File: config.mk
export PLATFORM = sky130hd
export DESIGN_NAME = receptor_rx
export DESIGN_NICKNAME = d
export VERILOG_FILES = /design/src/rtl/receptor_rx.sv
export SDC_FILE = /design/constraint.sdc
export NUM_CORES = 1
export LEC_CHECK = 0
export BUFFER_PORTS_ARGS = -buffer_cell sky130_fd_sc_hd__buf_4
export CAP_MARGIN = 20
export CORE_ASPECT_RATIO = 1.5
export CORE_UTILIZATION = 61
export CTS_CLUSTER_DIAMETER = 60
export DETAILED_ROUTE_END_ITERATION = 16
export PLACE_DENSITY_LB_ADDON = 0.2
export SKIP_CTS_REPAIR_TIMING = 1
export SLEW_MARGIN = 15
export SYNTH_ARGS = -nofsm -noshare
export SYNTH_HDL_FRONTEND = slang
export SYNTH_SLANG_ARGS = --single-unit
File: constraint.sdc
create_clock -name clk -period 3.65 [get_ports clk]
set_input_delay 0.5475 -clock clk [delete_from_list [all_inputs] [get_ports clk]]
set_output_delay 0.5475 -clock clk [all_outputs]
set_load 0.05 [all_outputs]
File: src/rtl/receptor_rx.sv
// 8N1 UART receiver, LSB first: two-flop input synchronizer, mid-bit sampling,
// start-bit glitch rejection, framing-error detection and stuck-low line recovery.
module receptor_rx #(
   parameter int DIVISOR = 104
) (
   input  logic       clk,
   input  logic       rstn,
   input  logic       rx,
   output logic [7:0] dato,
   output logic       dato_valido,
   output logic       error_trama,
   output logic       ocupado
);

   localparam int CNT_W = $clog2(DIVISOR);
   localparam logic [CNT_W-1:0] HALF_M1 = CNT_W'(DIVISOR / 2 - 1);
   localparam logic [CNT_W-1:0] FULL_M1 = CNT_W'(DIVISOR - 1);

   typedef enum logic [2:0] {
      ST_IDLE,
      ST_START,
      ST_DATA,
      ST_STOP,
      ST_WAIT_IDLE
   } state_t;

   state_t           state_q, state_d;
   logic [1:0]       sync_q, sync_d;
   logic [CNT_W-1:0] cnt_q, cnt_d;
   logic [2:0]       idx_q, idx_d;
   logic [7:0]       shift_q, shift_d;
   logic [7:0]       dato_q, dato_d;
   logic             valido_q, valido_d;
   logic             error_q, error_d;
   logic             ocupado_q, ocupado_d;
   logic             rx_s;

   // rx is asynchronous to clk; only the second synchronizer stage reaches the FSM.
   assign rx_s   = sync_q[1];
   assign sync_d = {sync_q[0], rx};

   always_comb begin
      // NOTE: every signal gets a default first so no path through the case infers a latch.
      state_d  = state_q;
      cnt_d    = cnt_q;
      idx_d    = idx_q;
      shift_d  = shift_q;
      dato_d   = dato_q;
      valido_d = 1'b0;
      error_d  = 1'b0;

      unique case (state_q)
         ST_IDLE: begin
            cnt_d = '0;
            if (!rx_s) state_d = ST_START;
         end

         ST_START: begin
            if (cnt_q == HALF_M1) begin
               cnt_d = '0;
               if (!rx_s) begin
                  idx_d   = 3'd0;
                  state_d = ST_DATA;
               end else begin
                  state_d = ST_IDLE;
               end
            end else begin
               cnt_d = cnt_q + 1'b1;
            end
         end

         ST_DATA: begin
            if (cnt_q == FULL_M1) begin
               cnt_d   = '0;
               shift_d = {rx_s, shift_q[7:1]};
               idx_d   = idx_q + 3'd1;
               if (idx_q == 3'd7) state_d = ST_STOP;
            end else begin
               cnt_d = cnt_q + 1'b1;
            end
         end

         ST_STOP: begin
            if (cnt_q == FULL_M1) begin
               cnt_d = '0;
               if (rx_s) begin
                  dato_d   = shift_q;
                  valido_d = 1'b1;
                  state_d  = ST_IDLE;
               end else begin
                  error_d = 1'b1;
                  state_d = ST_WAIT_IDLE;
               end
            end else begin
               cnt_d = cnt_q + 1'b1;
            end
         end

         // A break or stuck-low line must return high before a new start bit is armed.
         ST_WAIT_IDLE: begin
            cnt_d = '0;
            if (rx_s) state_d = ST_IDLE;
         end

         default: begin
            cnt_d   = '0;
            state_d = ST_IDLE;
         end
      endcase

      ocupado_d = (state_d != ST_IDLE);
   end

   always_ff @(posedge clk or negedge rstn) begin
      if (!rstn) begin
         state_q   <= ST_IDLE;
         sync_q    <= 2'b11;
         cnt_q     <= '0;
         idx_q     <= 3'd0;
         shift_q   <= 8'h00;
         dato_q    <= 8'h00;
         valido_q  <= 1'b0;
         error_q   <= 1'b0;
         ocupado_q <= 1'b0;
      end else begin
         // NOTE: non-blocking assignments so every flop samples pre-edge values.
         state_q   <= state_d;
         sync_q    <= sync_d;
         cnt_q     <= cnt_d;
         idx_q     <= idx_d;
         shift_q   <= shift_d;
         dato_q    <= dato_d;
         valido_q  <= valido_d;
         error_q   <= error_d;
         ocupado_q <= ocupado_d;
      end
   end

   assign dato        = dato_q;
   assign dato_valido = valido_q;
   assign error_trama = error_q;
   assign ocupado     = ocupado_q;

endmodule

# Word-level counts from Yosys, hierarchy flattened

Index checks and enable logic that the tools add are counted.

$add $sub $neg: 2
Multipliers: 0
Div/mod/pow operators: 0
Order comparisons: 0
Equal/unequal tests: 10
Shift-type cells: 0
Multiplexer cells: 22
Bitwise logic cells: 0
Reduce and logical (&&, ||, !) cells: 7

Operator list:

| operator            | count |
|---|---|
| $mux 3              | 10 |
| $pmux 3 s5          | 1 |
| $mux 7              | 2 |
| $pmux 7 s2          | 1 |
| $add 7x1->7 const B | 1 |
| $eq 7x6->1 const B  | 1 |
| $eq 7x7->1 const B  | 1 |
| $eq 3x2->1 const B  | 2 |
| $eq 3x3->1 const B  | 2 |
| $mux 1              | 6 |
| $ne 2x2->1 const B  | 3 |
| $pmux 3 s2          | 1 |
| $reduce_and 4->1    | 1 |
| $add 3x1->3 const B | 1 |
| $eq 3x1->1 const B  | 1 |
| $logic_not 3->1     | 1 |
| $reduce_and 3->1    | 1 |
| $reduce_bool 3->1   | 1 |
| $mux 2              | 1 |
| $reduce_and 2->1    | 1 |
| $reduce_bool 2->1   | 1 |
| $reduce_or 2->1     | 1 |

Bits in registers: 34
Bits in latches: 0
RAM bits: 0
Memory bits (read-only): 0
Output and inout port bits: 11
Memories: 0

# Longest topological paths before layout

Depth in word-level cells: 5
Mapped depth: 6
Gate-level depth less buffers: 5

# Worst setup path before layout

Ideal clock, no wire load.

Path type: reg2reg
Start: register cnt_q[0]
End: register idx_q[0]
Setup time: 125 ps
Arrival time: 1812 ps
Data required time: 3525 ps
Slack: 1713 ps
Stages on the path, launching flop included: 7
Buffers on the path: 1
Period minus slack after synthesis: 1937 ps
Cell sequence: dfrtp_1 ha_1 nand3_1 or4_1 buf_2 o41a_1 mux2_4

Cells in the longest elaborated chain, start to end: 3
Elaborated cells between the ends (all ways): 5

RTL lines:

| element                                  | RTL line | source |
|---|---|---|
| start, declared                          | 29       | `logic [CNT_W-1:0] cnt_q, cnt_d;` |
| start signal, assigned                   | 129      | `cnt_q <= cnt_d;` |
| $eq 7x7->1 or $eq 7x6->1 (tied branches) | 73, 59   |  |
| $ne 2x2->1 (no line)                     | -        |  |
| $reduce_and 4->1 (no line) (*)           | -        |  |
| end signal, assigned                     | 130      | `idx_q <= idx_d;` |
| end, declared                            | 30       | `logic [2:0] idx_q, idx_d;` |

Every way passes the cells marked *; elsewhere a longest branch is shown, timed or not.
A chain may end at the register's enable or synchronous reset.

# Final worst setup path

Ends and elaborated chain as after synthesis.

==> metrics.txt <==
status=finished, final reports clean; Root Buffer=clkbuf_4; crit path launch type=register; wire per inst=14.9 um; CP arrival=2.27 ns; total grt overflow=0; ANT nets after route=0; H-Tree Depth=2; FP Rows=21; final instance area=1650 um2; r2r endpoint=idx_q[0]$_DFFE_PN0P_; Synth area leaders=dfrtp_1 55%, mux2_2 9.2%, dfstp_2 3.6%; diode count=0; # setup viols final=0; Leakage=0.000818 uW; Worst Path Buf+Inv=0; minimum clock period=2.04 ns; post-synth top area cell=dfrtp_1; area grow syn2layout=12.6%; CP delay by family, top=simple AND/OR/NAND/NOR gates; Hold Violations, Final=0; initial drt markers=25; initial antenna violation count=0; Synth Area per Inst=12.2 um2; reg2reg setup slack=1.61 ns; CTS tree=built; mapped cell area=1470 um2; crit path cell chain=ha_1 -> nand3_1 -> or4_1 -> o41a_1 -> mux2_4; synth warn=0; Synth top area share=54.7%; max_slew headroom=65.0%; Final nets=140; CP max stage delay=0.51 ns; first-pass GRT wire length=4130 um; vias in the first global route=1002; hpwl dp=1690 um; r2r startpoint=cnt_q[0]$_DFF_PN0_; Worst Max-Slew Pin Slew=0.518 ns; max-slew violations=0; RSZ-0062 raised after global routing=no; CP required=3.88 ns; Syn Nets=126; Die X=42.0 um; core area=2260 um2; vias=916; Post-synth ARST share=100%; Post-synth top flop=dfrtp_1; RePlAce Congestion=0.918; Hold Path Class=input port to async pin; port bufs=13; Achievable Freq=0.490 GHz; Max clock buf depth=2; Die Area=2610 um2; Reg clk slew, reported paths=0.10 ns; final setup TNS=0 ns; register bit total from synthesis=34; synthesized instance count=120; global-route usage over all layers=22.2%; CP Class=register to register; drt total wl=2350 um; final core utilization=73.0%; IO Pins=14; total CTS buffers=5; Initial Util=64.8%; CP max FO=6; # clock sinks=34; Remaining DRCs=0; Final Skew=0.00697 ns; max-cap viol count=0; Worst VDD drop=0.328 mV; Vias/cell=5.80; Reg2Reg Depth=5; Tcrit/Tclk final=55.9%; Power Dens Cells=401 nW/um2; post-synth cell types=34; Seq/Total Area, Yosys=58.2%; clock latency reported for the late side of the worst-skew pair=0.34 ns; Die Ht=62.0 um; DR pass1 iterations=4; Post-synth EDFFs=0; Crit-path slowest cell=or4_1; post-place instance area=1570 um2; layout cells sized above 1=28.9%; largest net degree at the start of global routing=35; Crit. End Element=register
[area by class of cell]
type / count / area, um2
clock buffers: 5 / 37.5
clock inverters: 3 / 45.0
fillers: 147 / 609
inverters: 5 / 18.8
multi-input cells: 75 / 569
flip-flops and latches: 34 / 853
well taps: 23 / 28.8
repair buffers: 13 / 97.6
[cells in the mapped netlist, types with 3 or more instances]
cell type  number
a21oi_1         5
clkbuf_1        5
dfrtp_1        32
ha_1            3
inv_1           5
mux2_1          4
mux2_2         12
nand2_1         4
nand3_1         5
nor2_1         12
nor3_1          3
xnor2_1         3
[worst reg2reg max path: cells and delay by family, from the launching register on]
family / cells / cell delay, ns
adders and majority gates: 1 / 0.23
AOI/OAI and AO/OA: 1 / 0.45
and+or+nand+nor: 2 / 0.61
DFF: 1 / 0.38
muxes: 1 / 0.27
[sequential cells by signal (all words and copies together), names as in the netlist]
signal,flops
ocupado,1
cnt_q,7
dato,8
state_q,3
dato_valido,1
shift_q,8
idx_q,3
error_trama,1
sync_q,2
[routing by layer]
layer	share of wire (%)	GRT usage, %	up-vias	wire (um)
li1	-	-	448	-
met4	2.4	12.5	0	57
met3	4.1	7.23	6	97
met1	40	21.7	442	941
met5	0	0	-	0
met2	53	41.5	20	1250
[stage by stage]
step / total power, uW / cells / worst slack, ns / hold slack [ns]
4_1_cts: 672 / 158 / 1.61 / 0.126
3_5_place_dp: 397 / 150 / 1.62 / 0.347
2_1_floorplan: 388 / 120 / 1.71 / 0.252
3_3_place_gp: 397 / 150 / 1.67 / 0.346
6_report: 662 / 158 / 1.61 / 0.124
5_1_grt: 690 / 158 / 1.43 / 0.132
[cells by family (layout without fill, tap and decap cells)]
logic type | Yosys count | after routing | share of synthesized area [%]
flops | 34 | 34 | 58.2
xor+xnor | 5 | 5 | 2.99
simple gates | 35 | 35 | 12.4
buf+inv | 11 | 26 | 2.90
compound gates | 15 | 15 | 7.60
mux | 17 | 17 | 13.3
fa+ha+maj | 3 | 3 | 2.56
[power by group]
group / switching (uW) / internal, uW
Combinational: 7.51 / 1.83
Clock: 129 / 144
Sequential: 1.59 / 379
Total: 138 / 524
[cells in the final DEF, fill, tap and decap left out, drive strengths merged]
cell type  instances
bufinv             1
nand2b             2
buf               13
or3                1
mux2              17
nand3              6
dfrtp             32
ha                 3
nor3               3
and2               1
a41oi              1
o41a               1
a211oi             1
o31ai              2
a31o               1
clkbuf             5
dfstp              2
o311a              1
a22o               2
and2b              1
inv                5
nor2              12
nand4              1
xor2               2
clkinvlp           2
a21o               1
and4b              1
nand2              4
or3b               1
a21oi              5
xnor2              3
and3               1
or4                1
[worst max path at each step]
stage	startpoint	endpoint	slack (ns)	cells past startpoint
after floorplan	cnt_q[0]$_DFF_PN0_	idx_q[0]$_DFFE_PN0P_	1.71	6
after global placement	cnt_q[0]$_DFF_PN0_	idx_q[0]$_DFFE_PN0P_	1.67	5
after detailed placement	cnt_q[0]$_DFF_PN0_	idx_q[0]$_DFFE_PN0P_	1.62	5
after CTS	cnt_q[0]$_DFF_PN0_	idx_q[0]$_DFFE_PN0P_	1.61	5
after global routing	cnt_q[0]$_DFF_PN0_	idx_q[0]$_DFFE_PN0P_	1.43	5
final	cnt_q[0]$_DFF_PN0_	idx_q[0]$_DFFE_PN0P_	1.61	5
No activity file was read; power rests on OpenSTA's default activity.
